`src/rtl/mem_writeback.sv`:
```
// Memory-access / write-back stage: produces the register-file write port and
// performs loads/stores over a req/ack data-memory handshake with timeout.
module mem_writeback #(
  parameter int unsigned TIMEOUT_CYCLES = 255
) (
  input  logic        clk,
  input  logic        rst,
  input  logic [31:0] IR,
  input  logic [31:0] ALU_in,
  input  logic [31:0] B_in,
  input  logic [31:0] PC,
  input  logic        valid_in,
  output logic        stall_out,
  output logic        mem_req,
  output logic        mem_we,
  output logic [31:0] mem_addr,
  output logic [31:0] mem_wdata,
  output logic [3:0]  mem_be,
  input  logic [31:0] mem_rdata,
  input  logic        mem_ack,
  output logic [4:0]  WB_address,
  output logic [31:0] WB_data,
  output logic        misaligned,
  output logic        bus_error
);

  localparam int unsigned CW = (TIMEOUT_CYCLES < 2) ? 1 : $clog2(TIMEOUT_CYCLES + 1);

  localparam logic [6:0] OP_LUI   = 7'b0110111;
  localparam logic [6:0] OP_AUIPC = 7'b0010111;
  localparam logic [6:0] OP_OP    = 7'b0110011;
  localparam logic [6:0] OP_IMM   = 7'b0010011;
  localparam logic [6:0] OP_JAL   = 7'b1101111;
  localparam logic [6:0] OP_JALR  = 7'b1100111;
  localparam logic [6:0] OP_LOAD  = 7'b0000011;
  localparam logic [6:0] OP_STORE = 7'b0100011;

  typedef enum logic {S_IDLE, S_WAIT} state_t;

  state_t        r_state, w_state;
  logic [CW-1:0] r_cnt, w_cnt;
  logic [2:0]    r_f3, w_f3q;
  logic [4:0]    r_rd, w_rdq;
  logic [1:0]    r_lane, w_lane;

  logic          w_req, w_we;
  logic [31:0]   w_addr, w_wdata;
  logic [3:0]    w_be;
  logic [4:0]    w_wba;
  logic [31:0]   w_wbd;
  logic          w_mis, w_berr;

  logic [6:0]    w_op;
  logic [4:0]    w_rd;
  logic [2:0]    w_f3;
  logic          w_is_load, w_is_store, w_is_mem, w_aligned, w_hit;
  logic [3:0]    w_st_be;
  logic [31:0]   w_st_data;
  logic [7:0]    w_byte;
  logic [15:0]   w_half;
  logic [31:0]   w_load;
  logic          w_unused;

  assign w_unused = ^IR[31:15];

  always_comb begin
    w_op       = IR[6:0];
    w_rd       = IR[11:7];
    w_f3       = IR[14:12];
    w_is_load  = valid_in && (w_op == OP_LOAD);
    w_is_store = valid_in && (w_op == OP_STORE);
    w_is_mem   = w_is_load || w_is_store;
    w_hit      = (TIMEOUT_CYCLES != 0) && (r_cnt == CW'(TIMEOUT_CYCLES));

    case (w_f3[1:0])
      2'b00:   begin
        w_aligned = 1'b1;
        w_st_be   = 4'b0001 << ALU_in[1:0];
        w_st_data = {4{B_in[7:0]}};
      end
      2'b01:   begin
        w_aligned = ~ALU_in[0];
        w_st_be   = 4'b0011 << ALU_in[1:0];
        w_st_data = {2{B_in[15:0]}};
      end
      default: begin
        w_aligned = (ALU_in[1:0] == 2'b00);
        w_st_be   = 4'b1111;
        w_st_data = B_in;
      end
    endcase

    w_byte = mem_rdata[{r_lane, 3'b000} +: 8];
    w_half = r_lane[1] ? mem_rdata[31:16] : mem_rdata[15:0];
    case (r_f3)
      3'b000:  w_load = {{24{w_byte[7]}}, w_byte};
      3'b100:  w_load = {24'd0, w_byte};
      3'b001:  w_load = {{16{w_half[15]}}, w_half};
      3'b101:  w_load = {16'd0, w_half};
      default: w_load = mem_rdata;
    endcase
  end

  always_comb begin
    w_state   = r_state;
    w_cnt     = r_cnt;
    w_f3q     = r_f3;
    w_rdq     = r_rd;
    w_lane    = r_lane;
    w_req     = mem_req;
    w_we      = mem_we;
    w_addr    = mem_addr;
    w_wdata   = mem_wdata;
    w_be      = mem_be;
    w_wba     = '0;
    w_wbd     = '0;
    w_mis     = 1'b0;
    w_berr    = 1'b0;
    stall_out = 1'b0;

    unique case (r_state)
      S_IDLE: begin
        if (w_is_mem && w_aligned) begin
          // Held in stall until the WAIT cycle that acks or times out.
          stall_out = 1'b1;
          w_state   = S_WAIT;
          w_cnt     = CW'(1);
          w_f3q     = w_f3;
          w_rdq     = w_rd;
          w_lane    = ALU_in[1:0];
          w_req     = 1'b1;
          w_we      = w_is_store;
          w_addr    = {ALU_in[31:2], 2'b00};
          w_be      = w_is_store ? w_st_be : 4'b1111;
          w_wdata   = w_st_data;
        end else if (w_is_mem) begin
          w_mis = 1'b1;
        end else if (valid_in) begin
          case (w_op)
            OP_LUI, OP_AUIPC, OP_OP, OP_IMM: begin
              w_wba = w_rd;
              w_wbd = ALU_in;
            end
            OP_JAL, OP_JALR: begin
              w_wba = w_rd;
              w_wbd = PC + 32'd4;
            end
            default: ;
          endcase
        end
      end
      S_WAIT: begin
        if (mem_ack) begin
          w_state = S_IDLE;
          w_cnt   = '0;
          w_req   = 1'b0;
          if (!mem_we) begin
            w_wba = r_rd;
            w_wbd = w_load;
          end
        end else if (w_hit) begin
          w_state = S_IDLE;
          w_cnt   = '0;
          w_req   = 1'b0;
          w_berr  = 1'b1;
        end else begin
          stall_out = 1'b1;
          w_cnt     = r_cnt + CW'(1);
        end
      end
      default: w_state = S_IDLE;
    endcase
  end

  always_ff @(posedge clk) begin
    if (rst) begin
      r_state    <= S_IDLE;
      r_cnt      <= '0;
      r_f3       <= '0;
      r_rd       <= '0;
      r_lane     <= '0;
      mem_req    <= 1'b0;
      mem_we     <= 1'b0;
      mem_addr   <= '0;
      mem_wdata  <= '0;
      mem_be     <= '0;
      WB_address <= '0;
      WB_data    <= '0;
      misaligned <= 1'b0;
      bus_error  <= 1'b0;
    end else begin
      r_state    <= w_state;
      r_cnt      <= w_cnt;
      r_f3       <= w_f3q;
      r_rd       <= w_rdq;
      r_lane     <= w_lane;
      mem_req    <= w_req;
      mem_we     <= w_we;
      mem_addr   <= w_addr;
      mem_wdata  <= w_wdata;
      mem_be     <= w_be;
      WB_address <= w_wba;
      WB_data    <= w_wbd;
      misaligned <= w_mis;
      bus_error  <= w_berr;
    end
  end

endmodule

```
`config.mk`:
```
export PLATFORM = sky130hd
export DESIGN_NAME = mem_writeback
export DESIGN_NICKNAME = d
export VERILOG_FILES = /design/src/rtl/mem_writeback.sv
export SDC_FILE = /design/constraint.sdc
export NUM_CORES = 1
export LEC_CHECK = 0
export ABC_AREA = 0
export CAP_MARGIN = 20
export CORE_MARGIN = 5
export CORE_UTILIZATION = 46
export CTS_CLUSTER_DIAMETER = 150
export CTS_CLUSTER_SIZE = 14
export DETAILED_ROUTE_END_ITERATION = 7
export HOLD_SLACK_MARGIN = 0.05
export PLACE_DENSITY = 0.95
export SYNTH_ARGS = -nofsm -noshare
export SYNTH_HDL_FRONTEND = slang
export SYNTH_SLANG_ARGS = --single-unit
export TNS_END_PERCENT = 100
```
`constraint.sdc`:
```
create_clock -name clk -period 5.2 [get_ports clk]
set_input_delay 1.3 -clock clk [delete_from_list [all_inputs] [get_ports clk]]
set_output_delay 1.3 -clock clk [all_outputs]
set_load 0.1 [all_outputs]
```
==> summary.md, run 1 <==
| Metric | Value |
|---|---|
| Yosys synthesis warning count | `0` |
| Largest family of logic cells by synthesized area | `simple AND/OR/NAND/NOR gates` |
| Hold_sp | `mem_addr[21]$_SDFFE_PP0P_` |
| Worst setup margin | `0.845 ns` |
| Syn_area_per_cell | `8.02 µm²` |
| Synth top area share | `0.403` |
| Period minus WS final | `4.36 ns` |
| Startpoint Class | `primary input` |
| GR Util met2 | `0.488` |
| Reg clk slew, reported paths | `0.05 ns` |
| I/O Buffers | `254` |
| Final setup vio count | `0` |
| Min Hold Slack | `0.454 ns` |
| Reg-to-Reg Start | `r_state$_SDFF_PP0_` |
| Max-slew violations | `0` |
| Worst Skew | `0.00889 ns` |
| Nets | `1177` |
| Total Power | `2.55 mW` |
| Core Util, Final | `0.717` |
| Tcrit/Tclk final | `0.838` |
| Layout cells sized above 1 | `0.0664` |
| Post-Layout Cell Count | `1200` |
| Die Span Y | `127 µm` |
| Slew @ Worst Pin | `1.04 ns` |
| Clk Latency, worst-skew pair | `0.43 ns` |
| Max_slew headroom | `0.302` |
| Placer Congestion | `0.951` |
| Placed Cells | `1167` |
| WL/cell | `20.2 µm` |
| Post-CTS resize count | `0` |
| Final Cell Area | `9540 µm²` |
| Global-route wire length before repair | `36200 µm` |
| Leakage power | `3.28 nW` |
| Reg2Reg Setup Slack | `2.60 ns` |
| CTS buffer count | `17` |
| Mapped Area | `6260 µm²` |
| Worst setup startpoint | `ALU_in[0]` |
| Busiest grt layer | `met2` |
| Final number of hold-violating endpoints | `0` |
| Synth Area in Compound Gates | `0.225` |
| # H-tree levels | `4` |
| Critical path capture point type | `output port` |
| Outcome | `completed` |
| Top-count cell post-synth | `nand2_1` |
| Clock Sinks | `126` |
| Multiplexer share of the synthesized area | `0.0498` |
| Overall routing resource usage | `0.287` |
| Layout area overhead | `52.4%` |
| Core area | `13300 µm²` |
| Initial DRT Pass Iterations | `5` |
| Hold buffers post-CTS | `0` |
| CP max FO | `8` |
| Synthesized instance count | `780` |
| Vias in the first global route | `6761` |
| XOR/XNOR Fraction of Synth Area | `0.0378` |
| DR DRC count | `0` |
| Via density | `5.89` |
| Maxcap violations | `0` |
| Routed vias | `7067` |
| Die footprint | `16000 µm²` |
| Post-synth EDFFs | `0` |
| Pre-CTS WS | `0.893 ns` |
| Max Fclk | `230 MHz` |
| CTS Root Cell | `clkbuf_16` |
| WL final | `24200 µm` |
| Total I/O pin count | `274` |
| Main synth FF type | `dfxtp_1` |
| Largest net degree at the start of global routing | `98` |
| Asr flop ratio synth | `0` |
| Diodes inserted | `0` |
| Starting density of the core | `0.471` |
| Peak supply drop | `211 µV` |
| Setup CP Type | `primary input to output port` |
| Pwr dens | `267 nW/µm²` |
| Synth top cells by count | `nand2_1, dfxtp_1, a21oi_1` |
| CTS tree | `yes` |
| ANT nets after route | `0` |
| DP HPWL | `17600 µm` |
| Crit path required time | `3.90 ns` |
| RSZ-0062 raised after global routing | `false` |
| Worst EP arrival | `3.06 ns` |
| Setup TNS | `0 ns` |
| Synth area leader | `dfxtp_1` |
| Bufs on Longest Clock Path | `2` |
| Simple-Gate Fraction of Synth Area | `0.237` |
| Routing usage on met1 | `0.327` |
| #FFs+latches synth | `126` |
| Setup bufs post-CTS | `0` |
| Worst min path class | `flip-flop to flip-flop` |
| Initial antenna violation count | `0` |
| Die width | `127 µm` |
| DR iter-0 viols | `850` |
| Standard-cell rows | `42` |
| Met3 usage | `0.0904` |
| Synth cell types | `60` |
| Synth Area in Adders | `0.00400` |
| Post-DP Area | `8890 µm²` |
| Total congestion overflow | `0` |
| Post-synthesis sequential area ratio | `0.403` |
| Synth top area cells | `dfxtp_1, nand2_1, a21oi_1, mux2i_1, nor2_1` |
critical path, stage by stage:
cell             delay, ns
clkdlybuf4s50_1       0.70
o21ai_0               0.24
nand4_1               0.24
nor2_4                0.04
or2_2                 0.34
buf_12                0.18
power breakdown:
part	leakage [nW]	internal (mW)	total, mW	switching (mW)
clock	0.309	0.828	1.29	0.466
sequential	1.01	0.969	0.971	0.00174
combinational	1.95	0.137	0.284	0.147
layout by cell type (no fill, tap or decap), drive strengths merged, types with 4 or more instances in the layout:
cell,synthesis,final
o22ai,14,14
xnor2,16,16
clkbuf,39,19
inv,12,12
a22oi,11,11
nor3,18,18
a22o,8,8
a311oi,14,14
o21ai,28,28
dfxtp,126,126
nand2b,5,5
xor2,11,11
mux2,5,5
nor2b,10,10
nand4,9,9
bufinv,0,4
and3,11,11
buf,14,12
a21oi,85,85
o211ai,12,12
nor2,55,55
or3,4,4
nand3,16,16
clkdlybuf4s50,0,252
nor4,10,10
mux2i,21,21
a211oi,18,18
a221oi,10,10
clkinv,0,7
nand2,156,156
registers in the layout, indices dropped and copies added (netlist names), 2 cells and up:
signal and count:
r_lane 2, r_f3 3, WB_data 32, WB_address 5, mem_be 4, mem_addr 30
r_rd 5, mem_wdata 32, r_cnt 8
worst paths after layout:
check	end	depth (start not counted)
max	stall_out	6
min	mem_addr[21]$_SDFFE_PP0P_	2
max reg2reg	WB_data[28]$_SDFF_PP0_	5
min reg2reg	mem_addr[21]$_SDFFE_PP0P_	2
final cells by class:
class	instances	area, µm²
clock buffers	19	453
clock inverters	13	189
fillers	959	3760
inverters	12	45.0
multi-input cells	590	3480
flip-flops and latches	126	2520
well taps	176	220
repair buffers	264	2630
per-layer routing:
metal  up-vias  part of all wire
li1       3267                 -
met1      3304              0.37
met2       402              0.48
met3        94              0.10
met4         0             0.047
met5         -                 0
cells by family (layout without fill, tap and decap cells):
kind of cell | after synthesis | after routing
multiplexers | 28 | 28
adder cells (fa/ha/maj) | 2 | 2
AND/OR/NAND/NOR | 311 | 311
other | 1 | 2
XOR/XNOR | 27 | 27
AO/OA/AOI/OAI | 220 | 220
flip-flops | 126 | 126
buffers and inverters | 65 | 308
No activity file was read; power rests on OpenSTA's default activity.
==> run 2: changes to the inputs <==
--- a/config.mk
+++ b/config.mk
@@ -8,12 +8,12 @@
 export ABC_AREA = 0
 export CAP_MARGIN = 20
 export CORE_MARGIN = 5
-export CORE_UTILIZATION = 46
+export CORE_UTILIZATION = 39
 export CTS_CLUSTER_DIAMETER = 150
 export CTS_CLUSTER_SIZE = 14
 export DETAILED_ROUTE_END_ITERATION = 7
 export HOLD_SLACK_MARGIN = 0.05
-export PLACE_DENSITY = 0.95
+export PLACE_DENSITY = 0.87
 export SYNTH_ARGS = -nofsm -noshare
 export SYNTH_HDL_FRONTEND = slang
 export SYNTH_SLANG_ARGS = --single-unit
==> constraint.sdc (replaced) <==
create_clock -name clk -period 3.5 [get_ports clk]
set_input_delay 0.875 -clock clk [delete_from_list [all_inputs] [get_ports clk]]
set_output_delay 0.875 -clock clk [all_outputs]
set_load 0.1 [all_outputs]
==> summary.md, run 2 (synthesis results as in run 1) <==
| Metric | Value |
|---|---|
| Tcrit/Tclk final | `0.950` |
| Worst setup margin | `0.174 ns (-0.671 ns)` |
| Outcome | `completed` |
| Layout area overhead | `50.3%` |
| CTS Root Cell | `clkbuf_16` |
| Crit-path cells | `clkdlybuf4s50_1, and4bb_2, nand4_1, nor2_4, or2_2, buf_12` |
| Worst EP arrival | `2.45 ns (-0.61 ns)` |
| RSZ-0062 raised after global routing | `false` |
| Max-slew violations | `0 (unchanged)` |
| Bufs on Longest Clock Path | `2 (unchanged)` |
| CP max-delay cell | `clkdlybuf4s50_1` |
| Sw Share | `0.240 (-0.00156)` |
| Period minus WS final | `3.33 ns` |
| Worst path bufs/invs | `2 (unchanged)` |
| Critical path capture point type | `output port` |
| DP HPWL | `17600 µm (-0.25%)` |
| WHS Path Cells | `2 (unchanged)` |
| Reg clk slew, reported paths | `0.06 ns (about the same)` |
| Internal cell power | `2.85 mW (+47%)` |
| Via density | `5.49 (-6.8%)` |
| Die Span Y | `137 µm (+7.9%)` |
| Psw | `897 µW (+46%)` |
| Placer Congestion | `0.961 (+1.1%)` |
| Clock power share | `0.503 (-0.005)` |
| DR DRC count | `0 (unchanged)` |
| Reg-to-Reg Start | `r_lane[1]$_SDFFE_PP0P_` |
| I/O Buffers | `254 (unchanged)` |
| Final number of hold-violating endpoints | `0 (unchanged)` |
| CP max FO | `7 (-1)` |
| Starting density of the core | `0.395 (-0.0753)` |
| Worst min path class | `flip-flop to flip-flop` |
| Pre-CTS WS | `0.192 ns (-0.701 ns)` |
| Regs by FF count | `WB_data x32, mem_wdata x32, mem_addr x30` |
| Setup CP Type | `primary input to output port` |
| Routed vias | `6864 (-2.9%)` |
| Core area | `15800 µm² (+19%)` |
| Slew @ Worst Pin | `0.807 ns (-0.237 ns)` |
| Max Fclk | `301 MHz` |
| Critical path's top delay family | `simple AND/OR/NAND/NOR gates` |
| CP max stage delay | `0.50 ns (-0.20 ns)` |
| Leakage power | `3.54 nW (+8.0%)` |
| FF-to-FF End | `WB_data[22]$_SDFF_PP0_` |
| DR iter-0 viols | `542 (-36%)` |
| Clk Latency, worst-skew pair | `0.42 ns (about the same)` |
| Total of fill cells in the finished design | `1355 (+41%)` |
| FF-to-FF path depth | `5 (unchanged)` |
| Final Cell Area | `9400 µm² (-1.4%)` |
| Hold Path End | `mem_addr[18]$_SDFFE_PP0P_` |
| Commonest non-fill, non-tap cell in the layout | `nand2_1` |
| Die footprint | `18700 µm² (+16%)` |
| Final setup vio count | `0 (unchanged)` |
| Largest net degree at the start of global routing | `98 (unchanged)` |
| Hold buffers post-CTS | `0 (unchanged)` |
| Clock Sinks | `126 (unchanged)` |
| Startpoint Class | `primary input` |
| Comb pwr share | `0.112 (about the same)` |
| Hold_sp | `mem_addr[18]$_SDFFE_PP0P_` |
| Maxcap violations | `0 (unchanged)` |
| Worst Skew | `0.00856 ns (-0.000329 ns)` |
| Pwr dens | `398 nW/µm² (+49%)` |
| CTS buffer count | `17 (unchanged)` |
| Standard-cell rows | `46 (+9.5%)` |
| Layout cells sized above 1 | `0.179 (+0.113)` |
| Initial antenna violation count | `0 (unchanged)` |
| Reg2Reg Setup Slack | `1.02 ns (-1.58 ns)` |
| Total congestion overflow | `0 (unchanged)` |
| Post-CTS resize count | `0 (unchanged)` |
| Initial DRT Pass Iterations | `7 (+2)` |
| Nets | `1187 (+0.85%)` |
| Total I/O pin count | `274 (unchanged)` |
| Post-DP Area | `8760 µm² (-1.4%)` |
| Highest-count cells in the layout ignoring fill and taps | `nand2_1, clkdlybuf4s50_1, buf_4` |
| Sequential share of power | `0.385 (+0.004)` |
| Die width | `137 µm (+7.9%)` |
| WL final | `23500 µm (-2.9%)` |
| Setup TNS | `0 ns (unchanged)` |
| Setup bufs post-CTS | `0 (unchanged)` |
| Crit path required time | `2.62 ns (-1.28 ns)` |
| Max_slew headroom | `0.462 (+0.160)` |
| # H-tree levels | `4 (unchanged)` |
| Vias in the first global route | `6642 (-1.8%)` |
| Global-route wire length before repair | `35500 µm (-2.1%)` |
| Peak supply drop | `276 µV (+31%)` |
| Overall routing resource usage | `0.245 (-0.0425)` |
| WL/cell | `18.8 µm (-6.8%)` |
| ANT nets after route | `0 (unchanged)` |
| CTS tree | `yes` |
[run 2: layout make-up]
cell class / count / area, µm² / share of cell area
Inverter: 12 / 45.0 / 0.00479
Timing Repair Buffer: 274 / 2440 / 0.260
Sequential cell: 126 / 2520 / 0.268
Clock inverter: 11 / 155 / 0.0165
Clock buffer: 21 / 480 / 0.0511
Antenna cell: 1 / 2.50 / 0.000266
Multi-Input combinational cell: 590 / 3480 / 0.370
Tap cell: 216 / 270 / 0.0287
[run 2: worst max path at each step]
stage | slack, ns | to | from | cells after the start
2_1_floorplan | 0.52 | stall_out | IR[6] | 4
3_3_place_gp | 0.23 | stall_out | IR[6] | 6
3_5_place_dp | 0.19 | stall_out | IR[6] | 6
4_1_cts | 0.17 | stall_out | IR[6] | 6
5_1_grt | 0.04 | stall_out | IR[13] | 6
6_report | 0.17 | stall_out | IR[6] | 6
[run 2: per-layer routing]
metal / track usage / vias up / share of wire / routed length, µm
li1: - / 3288 / - / -
met1: 0.289 / 3177 / 0.38 / 8920
met2: 0.419 / 345 / 0.49 / 11600
met3: 0.0735 / 54 / 0.099 / 2340
met4: 0.0890 / 0 / 0.028 / 668
met5: 0 / - / 0 / 0
[run 2: power by group through the flow]
| stage | clock, mW | combinational [mW] | sequential [mW] |
|---|---|---|---|
| 2_1_floorplan | 0 | 0.128 | 1.51 |
| 4_1_cts | 1.90 | 0.416 | 1.44 |
| 6_report | 1.88 | 0.419 | 1.44 |
| 3_5_place_dp | 0 | 0.413 | 1.47 |
| 3_3_place_gp | 0 | 0.410 | 1.47 |
| 5_1_grt | 1.97 | 0.444 | 1.44 |
[run 2: per-stage QoR]
stage / hold slack [ns] / utilization / power, mW / std cells
global placement: 0.441 / 0.554 / 1.88 / 1218
detailed placement: 0.447 / 0.554 / 1.89 / 1218
CTS: 0.455 / 0.594 / 3.76 / 1250
finish: 0.453 / 0.594 / 3.75 / 1251
global route: 0.472 / 0.594 / 3.86 / 1250
floorplan: 0.436 / - / 1.63 / 781
[run 2: worst reg2reg max path, stage by stage (launching register included)]
cell       delay (ns)
dfxtp_1          0.79
mux2_2           0.44
o2bb2ai_1        0.16
and3_1           0.42
a221oi_1         0.38
o22ai_1          0.15
